<file path="src/rtl/max_tree_tracker.sv">
// Pipelined signed-max tree over N_IN lanes with argmax, feeding a running
// best-score tracker (score, lane, column) with end-of-alignment done pulse.

module max_tree_node #(
   parameter int DW = 16,
   parameter int IW = 3
) (
   input  logic          clk,
   input  logic          rst_n,
   input  logic          en,
   input  logic [DW-1:0] a_val,
   input  logic [IW-1:0] a_idx,
   input  logic [DW-1:0] b_val,
   input  logic [IW-1:0] b_idx,
   output logic [DW-1:0] q_val,
   output logic [IW-1:0] q_idx
);
   // 'a' is always the lower-lane subtree, so ties resolve to 'a'.
   always_ff @(posedge clk) begin
      if (!rst_n) begin
         q_val <= '0;
         q_idx <= '0;
      end else if (en) begin
         if ($signed(b_val) > $signed(a_val)) begin
            q_val <= b_val;
            q_idx <= b_idx;
         end else begin
            q_val <= a_val;
            q_idx <= a_idx;
         end
      end
   end
endmodule

module max_tree_tracker #(
   parameter int DATA_WIDTH = 16,
   parameter int N_IN       = 8,
   parameter int COL_WIDTH  = 16,
   parameter int FLOOR_ZERO = 1
) (
   input  logic                         clk,
   input  logic                         rst_n,
   input  logic                         clear,
   input  logic                         in_valid,
   input  logic [N_IN*DATA_WIDTH-1:0]   in_data,
   input  logic                         in_last,
   output logic                         tree_valid,
   output logic [DATA_WIDTH-1:0]        tree_max,
   output logic [$clog2(N_IN)-1:0]      tree_idx,
   output logic [DATA_WIDTH-1:0]        best_score,
   output logic [$clog2(N_IN)-1:0]      best_lane,
   output logic [COL_WIDTH-1:0]         best_col,
   output logic                         done
);
   localparam int L  = $clog2(N_IN);
   localparam int IW = L;
   localparam int P  = 1 << L;
   localparam logic [DATA_WIDTH-1:0] MIN_VAL  = {1'b1, {(DATA_WIDTH-1){1'b0}}};
   localparam logic [DATA_WIDTH-1:0] BEST_RST = (FLOOR_ZERO != 0) ? '0 : MIN_VAL;
   localparam logic [COL_WIDTH-1:0]  COL_MAX  = '1;

   // Heap-ordered tree: node 1 is the root, leaves occupy P..2P-1.
   logic [DATA_WIDTH-1:0] nval [1:2*P-1];
   logic [IW-1:0]         nidx [1:2*P-1];
   logic [L:0]            vld_pipe;
   logic [L:0]            last_pipe;

   assign vld_pipe[0]  = in_valid & ~clear;
   assign last_pipe[0] = in_valid & in_last;

   for (genvar i = 0; i < P; i++) begin : g_leaf
      if (i < N_IN) begin : g_real
         assign nval[P+i] = in_data[i*DATA_WIDTH +: DATA_WIDTH];
      end else begin : g_pad
         assign nval[P+i] = MIN_VAL;
      end
      assign nidx[P+i] = IW'(i);
   end

   for (genvar k = 1; k <= L; k++) begin : g_lvl
      for (genvar n = 0; n < (1 << (L-k)); n++) begin : g_node
         localparam int J = (1 << (L-k)) + n;
         max_tree_node #(.DW(DATA_WIDTH), .IW(IW)) u_node (
            .clk   (clk),
            .rst_n (rst_n),
            .en    (vld_pipe[k-1] & ~clear),
            .a_val (nval[2*J]),
            .a_idx (nidx[2*J]),
            .b_val (nval[2*J+1]),
            .b_idx (nidx[2*J+1]),
            .q_val (nval[J]),
            .q_idx (nidx[J])
         );
      end
   end

   always_ff @(posedge clk) begin
      if (!rst_n || clear) begin
         vld_pipe[L:1]  <= '0;
         last_pipe[L:1] <= '0;
      end else begin
         vld_pipe[L:1]  <= vld_pipe[L-1:0];
         last_pipe[L:1] <= last_pipe[L-1:0];
      end
   end

   assign tree_valid = vld_pipe[L];
   assign tree_max   = nval[1];
   assign tree_idx   = nidx[1];

   // fin marks a completed alignment; the next folded beat starts fresh.
   logic                  fin;
   logic [COL_WIDTH-1:0]  col_cnt;
   logic [DATA_WIDTH-1:0] base_score;
   logic [IW-1:0]         base_lane;
   logic [COL_WIDTH-1:0]  base_col;
   logic [COL_WIDTH-1:0]  beat_col;
   logic                  better;

   always_comb begin
      base_score = fin ? BEST_RST : best_score;
      base_lane  = fin ? '0 : best_lane;
      base_col   = fin ? '0 : best_col;
      beat_col   = fin ? '0 : col_cnt;
      better     = $signed(tree_max) > $signed(base_score);
   end

   always_ff @(posedge clk) begin
      if (!rst_n || clear) begin
         best_score <= BEST_RST;
         best_lane  <= '0;
         best_col   <= '0;
         col_cnt    <= '0;
         fin        <= 1'b0;
         done       <= 1'b0;
      end else begin
         done <= tree_valid & last_pipe[L];
         if (tree_valid) begin
            if (better) begin
               best_score <= tree_max;
               best_lane  <= tree_idx;
               best_col   <= beat_col;
            end else begin
               best_score <= base_score;
               best_lane  <= base_lane;
               best_col   <= base_col;
            end
            col_cnt <= (beat_col == COL_MAX) ? beat_col : beat_col + COL_WIDTH'(1);
            fin     <= last_pipe[L];
         end
      end
   end
endmodule

</file>
<file path="config.mk">
export PLATFORM = sky130hd
export DESIGN_NAME = max_tree_tracker
export DESIGN_NICKNAME = d
export VERILOG_FILES = /design/src/rtl/max_tree_tracker.sv
export SDC_FILE = /design/constraint.sdc
export NUM_CORES = 1
export LEC_CHECK = 0
export ABC_AREA = 1
export CORE_ASPECT_RATIO = 1.4
export CORE_MARGIN = 2
export CORE_UTILIZATION = 55
export DETAILED_ROUTE_END_ITERATION = 12
export DONT_BUFFER_PORTS = 1
export GPL_ROUTABILITY_DRIVEN = 1
export GPL_TIMING_DRIVEN = 0
export PLACE_DENSITY = 0.82
export RECOVER_POWER = 50
export SLEW_MARGIN = 40
export SYNTH_ARGS = -nofsm -noshare
export SYNTH_HDL_FRONTEND = slang
export SYNTH_SLANG_ARGS = --single-unit
</file>
<file path="constraint.sdc">
create_clock -name clk -period 2.45 [get_ports clk]
set_clock_uncertainty 0.2 [all_clocks]
set_input_delay 0 -clock clk [delete_from_list [all_inputs] [get_ports clk]]
set_output_delay 0 -clock clk [all_outputs]
set_load 0.01 [all_outputs]
</file>
==> summary.txt, run 1 <==
Gate Count Post-Synth = 1886
Hold Path Class = in -> reg
Final Total Pwr = 9.52 mW
Post-synth EDFFs = 0
sequential-to-total area share from yosys stat = 0.293
Slew @ Worst Pin = 0.772 ns
Core Area = 22500 um2
initial DRC count = 1440
Post-Synth Simple-Gate Area = 0.338
Distinct cells, synth = 36
max-cap violation count = 0
post-synthesis xor/xnor area fraction = 0.00418
Routed WL per cell = 18.2 um
Ant. Diodes = 0
GP Congestion = 0.964
Hold Path End = last_pipe[1]
ANT nets after route = 0
area share of the largest cell type after synthesis = 0.293
Synth area leader = dfxtp_1
I/O Buffers = 0
pin count of the biggest net entering global routing = 20
Root Buffer Master = clkbuf_16
post-synthesis async set-or-reset flop share = 0
pre-CTS WS = -0.479 ns
CTS buffer count = 17
worst hold slack = 0.0789 ns
drt total wl = 43800 um
r2r setup slk = -0.38 ns
DR vias = 14400
most common cell in the netlist = nand2_1
WP data arrival = 2.96 ns
Critical Path End Type = flip-flop
Final setup viols = 76
Pleak = 7.11 nW
first-pass GRT wire length = 61500 um
Slew HR = 0.485
Max clock buf depth = 2
Fmax = 0.353 GHz
reg2reg start = fin
GR Util All Layers = 0.309
DR pass1 iterations = 6
CTS tree = built
DIE HEIGHT = 183 um
post-synthesis compound-gate area fraction = 0.112
H-tree levels = 4
Initial Util = 0.559
Layout area overhead = 30.0%
P per Cell Area = 582 nW/um2
mux cell area share after synthesis = 0
hpwl dp = 25400 um
chip width = 132 um
CTS sink count = 184
I/O pins = 189
clock-pin slew on the worst setup and hold paths = 0.08 ns
combinational family with the most area after synthesis = simple AND/OR/NAND/NOR gates
Worst-Skew Late Latency = 0.45 ns
Ys Warns = 0
kind of critical path = reg -> reg
fin util = 0.726
top cells by count, synth = nand2_1, inv_1, a21oi_1, dfxtp_1, nand3_1
FP Rows = 65
vias in the first global route = 13400
crit start category = flip-flop
FF-to-FF End = best_score[13]
Area contributors post-synth = dfxtp_1, nand2_1, ha_1
Synth Register Bits = 184
grt total ovfl = 0
reg2reg path depth = 17
antenna violations before repair = 0
synthesized area = 12600 um2
worst min-delay path startpoint = in_last
PnR worst setup slack = -0.381 ns
hold depth = 3
RSZ-0062 raised after global routing = true
Max FO, Critical Path = 6
Mapped Nets = 2148
Via-to-Cell Ratio = 6.01
worst vdd ir = 0.000470 V
fill cell count = 1541
Avg Synthesized Cell Area = 6.67 um2
violated checks = setup timing
CP required = 2.58 ns
Nets = 2350
DIE AREA = 24100 um2
Residual DRC = 0
Final Critical Period = 2.83 ns
Adder-Cell Fraction of Synth Area = 0.128
Final period util = 1.16
Slew Limit Fails = 0
outcome = finished with violations
Main synth FF type = dfxtp_1
layout cells sized above 1 = 0.155
Hold Violations, Final = 0
## stage by stage
stage | instance area (um2) | setup TNS [ns] | instances
after floorplan | 12700 | 0 | 1886
after global placement | 13000 | -10.78 | 2187
after detailed placement | 13000 | -11.69 | 2187
after CTS | 15400 | -2.95 | 2366
after global routing | 16400 | -22.84 | 2402
final | 16400 | -14.09 | 2402
## cell families (layout without fill, tap and decap cells)
logic type,after synthesis,after routing
buffers and inverters,399,614
adders and majority gates,129,129
DFF,184,184
AOI/OAI and AO/OA,266,266
xor gates and xnor gates,6,6
and+or+nand+nor,902,902
## layer usage
metal | vias to the layer above | wire (um) | GRT usage
li1 | 6609 | - | -
met1 | 6565 | 15200 | 0.314
met2 | 976 | 22300 | 0.586
met3 | 290 | 3270 | 0.0467
met4 | 0 | 3030 | 0.196
met5 | - | 0 | 0
## worst max-delay path by stage
| stage | start | end | slack (ns) |
|---|---|---|---|
| floorplan | fin | best_col[0] | 0.0004 |
| global placement | fin | best_col[0] | -0.44 |
| detailed placement | fin | best_col[0] | -0.48 |
| CTS | fin | best_score[13] | -0.12 |
| global route | fin | best_score[8] | -0.44 |
| finish | fin | best_score[13] | -0.38 |
## cell type report
cell class | instances | area [um2] | share of cell area
clock inverters | 15 | 175 | 0.0107
plain buffers | 84 | 505 | 0.0309
repair buffers | 184 | 1780 | 0.109
clock buffers | 17 | 425 | 0.0260
inverters | 314 | 1180 | 0.0722
flip-flops and latches | 184 | 3680 | 0.225
well taps | 301 | 377 | 0.0230
multi-input cells | 1303 | 8220 | 0.503
## critical path, cell delays in order, from the launching register on
cell       delay [ns]
dfxtp_2          0.36
inv_4            0.06
buf_8            0.14
clkbuf_16        0.17
nand2_4          0.06
ha_4             0.25
nand2_1          0.07
nand2_1          0.07
nand3_1          0.09
a21oi_2          0.07
nor2_2           0.19
nand2_1          0.10
nand2_2          0.12
nand3_4          0.17
buf_8            0.21
clkbuf_16        0.16
o21ai_2          0.12
nand2_1          0.08
## where the power goes
group          switching, mW  total, mW  leakage (nW)  internal (mW)
logic                   2.11       3.48          5.32           1.37
clock network           1.37       2.84         0.296           1.47
registers             0.0989       3.20          1.49           3.10
## placed cells by master (no fill, tap or decap), types with 5 or more instances in the layout
cell type      netlist  layout
nand3_1            147     139
ha_4                 0      27
nor2_1              87      68
nand2_1            464     429
ha_1               129     100
nor2_2               5      19
a21oi_2             10      38
buf_4                3      41
a21o_1               7       7
buf_6                3       8
a21oi_1            202     171
o21ai_1              9      15
o211ai_1             7       7
o21ai_0             25      12
nand3_4              6      15
buf_8                0       6
nand2_4              0      10
clkbuf_16            0      21
clkbuf_4             0       6
nor2_4               0       5
inv_2                5       8
nand2_2             19      43
clkbuf_1            40      38
xor2_1               6       6
buf_1               12      11
buf_2               27      15
nand3_2             21      20
o21ai_2              0       5
inv_1              307     303
nand4_1            132     132
nor3_1               8       8
dlygate4sd3_1        0     133
inv_6                0       7
dfxtp_1            184     183
## timing repair
item | CTS | global route
gates resized for setup | 63 | 155
buffers inserted | 11 | 35
hold endpoints to repair | 114 | 22
hold buffers | 133 | 22
pin swaps | 24 | 53
endpoints found under the setup margin | 35 | 108
gates cloned | 3 | 2
## flip-flops by register name (all words and copies together) (netlist names)
name and flops:
done 1, last_pipe 3, col_cnt 16, tree_valid 1, fin 1, best_score 16
vld_pipe 2, g_lvl.g_node.u_node.q_idx 13, best_col 16, g_lvl.g_node.u_node.q_val 112, best_lane 3
No activity file was read; power rests on OpenSTA's default activity.
==> run 2: changes to the inputs <==
Settings changed: PLACE_DENSITY 0.82 to 0.79.
Clock period 2.45 ns to 3.2 ns, I/O delays scaled along.
==> run 2 against run 1 <==
  * The run now ends clean
  * Via count shrank 9.7%
  * Fmax shrank 6.4%
  * Die area is the same
  * Final cell count shrank 2.0%
  * Utilization shrank 6.8 points
  * Critical path depth grew 3
  * Combinational power shrank 40%
==> summary.txt, run 2 (synthesized netlist as in run 1, its figures left out) <==
outcome = finished, final reports clean
Fmax = 0.331 GHz (-6.4%)
Final Critical Period = 3.02 ns (+0.193 ns)
worst vdd ir = 0.000322 V (-31%)
Internal = 4.21 mW (-29%)
Ant. Diodes = 0 (unchanged)
reg2reg start = fin
Psw = 2.44 mW (-32%)
slowest CP cell = dfxtp_1
worst hold slack = 0.0859 ns (+0.00710 ns)
chip width = 132 um (unchanged)
CP bufs+invs = 7 (+2)
Initial Util = 0.559 (unchanged)
drt total wl = 35000 um (-20%)
Crit path depth = 20 (+3)
antenna violations before repair = 0 (unchanged)
Via-to-Cell Ratio = 5.54 (-7.8%)
cell family with most CP delay = buffers and inverters
grt total ovfl = 0 (unchanged)
most frequent cells in the layout = nand2_1, inv_1, a21oi_1, dfxtp_1, nand3_1
I/O Buffers = 0 (unchanged)
Hold Violations, Final = 0 (unchanged)
total setup buffers inserted after CTS = 0 (-11)
Nets = 2301 (-2.1%)
pin count of the biggest net entering global routing = 21 (+5.0%)
I/O pins = 189 (unchanged)
layout cells sized above 1 = 0.0580 (-0.0967)
ANT nets after route = 0 (unchanged)
GR Util All Layers = 0.284 (-0.0250)
Residual DRC = 0 (unchanged)
Max clock buf depth = 2 (unchanged)
cell chain of the critical path = buf_4 -> inv_2 -> buf_6 -> buf_4 -> nand2_1 -> ha_1 -> nand2_1 -> inv_1 -> nand2_1 -> nand2_1 -> nand2_1 -> nand2_1 -> nand2_1 -> nand2_1 -> nand2_1 -> nand3_1 -> buf_4 -> buf_2 -> o21ai_0 -> nand2_1
CP max stage delay = 0.31 ns (-0.05 ns)
Hold Path Class = in -> reg
initial DRC count = 779 (-46%)
Root Buffer Master = clkbuf_16
crit start category = flip-flop
DIE AREA = 24100 um2 (unchanged)
CTS buffer count = 17 (unchanged)
CTS sink count = 184 (unchanged)
GP Congestion = 0.957 (-0.71%)
clock share of power = 0.319 (+0.021)
Most common cell on crit path = nand2_1
Core Area = 22500 um2 (unchanged)
FP Rows = 65 (unchanged)
Slew HR = 0.517 (+0.0314)
Slew @ Worst Pin = 0.725 ns (-0.0472 ns)
pre-CTS WS = -0.179 ns (+0.300 ns)
Worst-Skew Late Latency = 0.44 ns (about the same)
r2r setup slk = 0.18 ns (+0.56 ns)
H-tree levels = 4 (unchanged)
hpwl dp = 25500 um (+0.43%)
Routed WL per cell = 14.9 um (-19%)
crit path to = best_score[7]
Reg with most FFs = g_lvl.g_node.u_node.q_val
FF-to-FF End = best_score[7]
Slew Limit Fails = 0 (unchanged)
Layout area overhead = 17.8%
Pleak = 6.52 nW (-8.3%)
kind of critical path = reg -> reg
Final period util = 0.945 (-0.211)
commonest non-fill, non-tap cell in the layout = nand2_1
max reg flops = 112 (unchanged)
clock-pin slew on the worst setup and hold paths = 0.08 ns (about the same)
CTS tree = built
vias in the first global route = 12600 (-5.8%)
CP required = 3.33 ns (+0.75 ns)
Worst Setup SP = fin
sequential share of power = 0.368 (+0.032)
PnR worst setup slack = 0.176 ns (+0.557 ns)
DR pass1 iterations = 7 (+1)
max-cap violation count = 0 (unchanged)
Max FO, Critical Path = 10 (+4)
first-pass GRT wire length = 57200 um (-6.9%)
Critical Path End Type = flip-flop
WP data arrival = 3.15 ns (+0.19 ns)
Final setup viols = 0 (-100%)
DR vias = 13000 (-9.7%)
combinational fraction of design power = 0.314 (-0.052)
DIE HEIGHT = 183 um (unchanged)
P per Cell Area = 449 nW/um2 (-23%)
reg2reg path depth = 20 (+3)
switching share of power = 0.367 (-0.00906)
==> run 2: area by class of cell <==
type                            count  area [um2]
Fill cell                        1944        7710
Tap cell                          301         377
Multi-Input combinational cell   1303        7260
Clock inverter                     15         168
Timing Repair Buffer              134        1340
Buffer                             85         383
Inverter                          314        1180
Clock buffer                       17         425
Sequential cell                   184        3680
==> run 2: timing repair <==
| item | CTS | global route |
|---|---|---|
| hold buffers | 134 | 0 |
| endpoints found under the hold margin | 114 | 0 |
| endpoints found under the setup margin | 27 | 29 |
| resized for setup | 2 | 15 |
==> run 2: through the flow <==
step / util / power [mW] / TNS, ns / instance area [um2] / std cells
after floorplan: - / 4.08 / 0 / 12600 / 1886
final: 0.658 / 6.65 / 0 / 14800 / 2353
after CTS: 0.661 / 6.70 / 0 / 14900 / 2353
after global placement: 0.575 / 4.38 / -2.34 / 13000 / 2187
after detailed placement: 0.575 / 4.46 / -3.10 / 13000 / 2187
after global routing: 0.658 / 7.03 / -0.0174 / 14800 / 2353
==> run 2: worst min-delay path by stage <==
stage | start | to | slack (ns) | cells past startpoint
final | in_data[127] | g_lvl[1].g_node[3].u_node.q_val[15] | 0.09 | 6
after global routing | in_last | last_pipe[1] | 0.09 | 3
after CTS | in_data[127] | g_lvl[1].g_node[3].u_node.q_val[15] | 0.08 | 6
after detailed placement | rst_n | g_lvl[1].g_node[0].u_node.q_idx[0] | -0.06 | 2
after global placement | rst_n | g_lvl[1].g_node[1].u_node.q_idx[0] | -0.05 | 2
after floorplan | in_last | last_pipe[1] | -0.08 | 2
==> run 2: metal layers <==
metal | part of all wire | global-route usage | up-vias
li1 | - | - | 6517
met1 | 0.39 | 0.300 | 5999
met2 | 0.52 | 0.548 | 427
met3 | 0.051 | 0.0448 | 93
met4 | 0.034 | 0.127 | 0
met5 | 0 | 0 | -
==> run 2: power by group through the flow <==
| stage | combinational (mW) | clock (mW) | sequential [mW] |
|---|---|---|---|
| floorplan | 1.61 | 0 | 2.47 |
| global placement | 1.89 | 0 | 2.49 |
| detailed placement | 1.96 | 0 | 2.50 |
| CTS | 2.13 | 2.13 | 2.44 |
| global route | 2.36 | 2.22 | 2.45 |
| finish | 2.09 | 2.12 | 2.44 |
==> run 2: worst register-to-register path, stage by stage, from the launching register on <==
cell,delay [ns]
dfxtp_1,0.31
buf_4,0.17
inv_2,0.13
buf_6,0.18
buf_4,0.19
nand2_1,0.09
ha_1,0.30
nand2_1,0.09
inv_1,0.04
nand2_1,0.05
nand2_1,0.05
nand2_1,0.05
nand2_1,0.05
nand2_1,0.08
nand2_1,0.05
nand2_1,0.11
nand3_1,0.15
buf_4,0.22
buf_2,0.19
o21ai_0,0.15
nand2_1,0.07
==> run 3: changes to the inputs <==
Settings changed: CORE_UTILIZATION 55 to 60, PLACE_DENSITY 0.79 to 0.85.
==> run 3 against run 2 <==
  * Flip-flop and latch count unchanged
  * Non-clock buffer count unchanged
  * Sequential power about the same
  * Count of clock-buffer cells in the layout up 1
  * Worst setup slack worse by 0.062 ns
  * Combinational power about the same
  * Clock power down 4%
  * Global-route usage up 4.0 points
  * Hold slack worse by 0.083 ns
  * Critical endpoint is now g_lvl[1].g_node[2].u_node.q_val[14]
  * Largest cell class unchanged
==> summary.txt, run 3 (synthesized netlist as in run 1, its figures left out) <==
H-tree levels = 4 (unchanged)
Internal = 4.21 mW (about the same)
CTS tree = built
hold depth = 4 (-2)
worst min-delay path startpoint = clear
Slew HR = 0.495 (-0.0219)
Final period util = 0.964 (+0.0194)
max reg flops = 112 (unchanged)
Final Critical Period = 3.09 ns (+0.0621 ns)
Final Total Pwr = 6.60 mW (-0.78%)
Critical Path End Type = flip-flop
Reg with most FFs = g_lvl.g_node.u_node.q_val
worst vdd ir = 0.000409 V (+27%)
antenna violations before repair = 0 (unchanged)
Fmax = 0.324 GHz (-2.0%)
CP max stage delay = 0.63 ns (+0.32 ns)
clock-pin slew on the worst setup and hold paths = 0.07 ns (about the same)
Residual DRC = 0 (unchanged)
WP data arrival = 3.24 ns (+0.09 ns)
outcome = finished, final reports clean
layout cells sized above 1 = 0.0570 (-0.000975)
r2r setup slk = 0.14 ns (-0.04 ns)
slowest CP cell = buf_1
total setup buffers inserted after CTS = 0 (unchanged)
Psw = 2.39 mW (-2.0%)
kind of critical path = in -> reg
RSZ-0062 raised after global routing = true
FP Rows = 62 (-4.6%)
multi-input combinational cell area = 7270 um2 (about the same)
pin count of the biggest net entering global routing = 19 (-9.5%)
clock share of power = 0.309 (-0.010)
grt total ovfl = 0 (unchanged)
setup tns final = 0 ns (unchanged)
DR pass1 iterations = 7 (unchanged)
cell chain of the critical path = dlygate4sd3_1 -> nand2_1 -> dlygate4sd3_1 -> inv_1 -> buf_1 -> nand3_1 -> dlygate4sd3_1 -> a21oi_1
most frequent cells in the layout = nand2_1, inv_1, a21oi_1, dfxtp_1, nand3_1
switching share of power = 0.362 (-0.00453)
CP bufs+invs = 5 (-2)
Routed WL per cell = 15.8 um (+6.3%)
Root Buffer Master = clkbuf_16
reg2reg start = g_lvl[1].g_node[2].u_node.q_val[15]
max-cap violation count = 0 (unchanged)
P per Cell Area = 447 nW/um2 (-0.37%)
hpwl dp = 25100 um (-1.6%)
Most common cell on crit path = dlygate4sd3_1
sequential cell area = 3680 um2 (unchanged)
chip width = 126 um (-4.1%)
Via-to-Cell Ratio = 5.82 (+5.0%)
FF-to-FF End = g_lvl[2].g_node[1].u_node.q_val[14]
CP required = 3.36 ns (+0.03 ns)
vias in the first global route = 13300 (+5.2%)
DIE HEIGHT = 175 um (-4.2%)
Hold Violations, Final = 0 (unchanged)
crit start category = input pin
reg2reg path depth = 12 (-40%)
Hold Path Class = in -> reg
I/O Buffers = 0 (unchanged)
ANT nets after route = 0 (unchanged)
Max FO, Critical Path = 10 (unchanged)
fill cell count = 1547 (-20%)
cell family with most CP delay = buffers and inverters
DIE AREA = 22200 um2 (-8.1%)
Worst-Skew Late Latency = 0.44 ns (about the same)
CTS buffer count = 17 (unchanged)
initial DRC count = 1098 (+41%)
Initial Util = 0.612 (+0.0535)
Pleak = 6.52 nW (about the same)
Nets = 2301 (unchanged)
combinational fraction of design power = 0.321 (+0.007)
Final setup viols = 0 (unchanged)
Max clock buf depth = 2 (unchanged)
drt total wl = 36500 um (+4.3%)
first-pass GRT wire length = 60400 um (+5.5%)
commonest non-fill, non-tap cell in the layout = nand2_1
Slew Limit Fails = 0 (unchanged)
Layout area overhead = 17.3%
Core Area = 20600 um2 (-8.7%)
GR Util All Layers = 0.324 (+0.0400)
CTS sink count = 184 (unchanged)
Hold Path End = vld_pipe[2]
I/O pins = 189 (unchanged)
DR vias = 13400 (+3.0%)
sequential share of power = 0.371 (+0.003)
worst hold slack = 0.00321 ns (-0.0827 ns)
Ant. Diodes = 0 (unchanged)
Slew @ Worst Pin = 0.758 ns (+0.0328 ns)
GP Congestion = 0.919 (-4.0%)
run 3: layer usage:
metal	global-route usage	up-vias	part of all wire
li1	-	6503	-
met1	0.345	6182	0.37
met2	0.600	601	0.52
met3	0.0536	145	0.060
met4	0.176	0	0.049
met5	0	-	0
run 3: final cells by class:
class | count | share of cell area
tap | 256 | 0.0217
multi-input combinational | 1303 | 0.492
buffer | 85 | 0.0268
timing repair buffer | 134 | 0.0909
sequential | 184 | 0.250
clock buffer | 18 | 0.0298
clock inverter | 14 | 0.00899
inverter | 314 | 0.0799
run 3: worst reg2reg max path, stage by stage, from the launching register on:
cell and delay [ns]:
dfxtp_1 0.35, inv_1 0.11, ha_1 0.38, nand2_1 0.14
nor3_1 0.51, nand2_1 0.20, nand2_1 0.10, nand2_1 0.20
nand3_1 0.30, buf_6 0.19, nand2_1 0.05, nand3_1 0.09
a21oi_1 0.08
run 3: how the worst max path moves through the flow:
stage / endpoint / slack [ns] / cells after the start / from
finish: g_lvl[1].g_node[2].u_node.q_val[14] / 0.11 / 8 / in_valid
global route: best_score[13] / -0.06 / 17 / fin
CTS: best_score[4] / 0.02 / 20 / fin
detailed placement: best_score[4] / -0.27 / 15 / fin
global placement: best_col[0] / -0.12 / 14 / fin
floorplan: best_score[10] / 0.47 / 16 / fin
run 3: what timing repair did:
| action | in CTS | in global routing |
|---|---|---|
| gates resized for setup | 4 | 15 |
| endpoints found under the hold margin | 114 | 0 |
| pin swaps | 0 | 0 |
| hold buffers | 134 | 0 |
| gates cloned | 0 | 0 |
| setup endpoints to repair | 35 | 33 |
run 3: power groups by stage:
stage / sequential (mW) / clock (mW) / combinational, mW
final: 2.45 / 2.04 / 2.12
after global placement: 2.49 / 0 / 1.88
after floorplan: 2.47 / 0 / 1.61
after detailed placement: 2.49 / 0 / 1.95
after global routing: 2.45 / 2.14 / 2.38
after CTS: 2.44 / 2.03 / 2.12
run 3: metrics by stage:
step,instance area [um2],utilization,setup WS [ns],cells
global route,14800,0.718,-0.0553,2308
floorplan,12600,-,0.468,1886
detailed placement,12900,0.628,-0.268,2142
global placement,12900,0.628,-0.117,2142
finish,14800,0.718,0.114,2308
CTS,14800,0.721,0.0154,2308
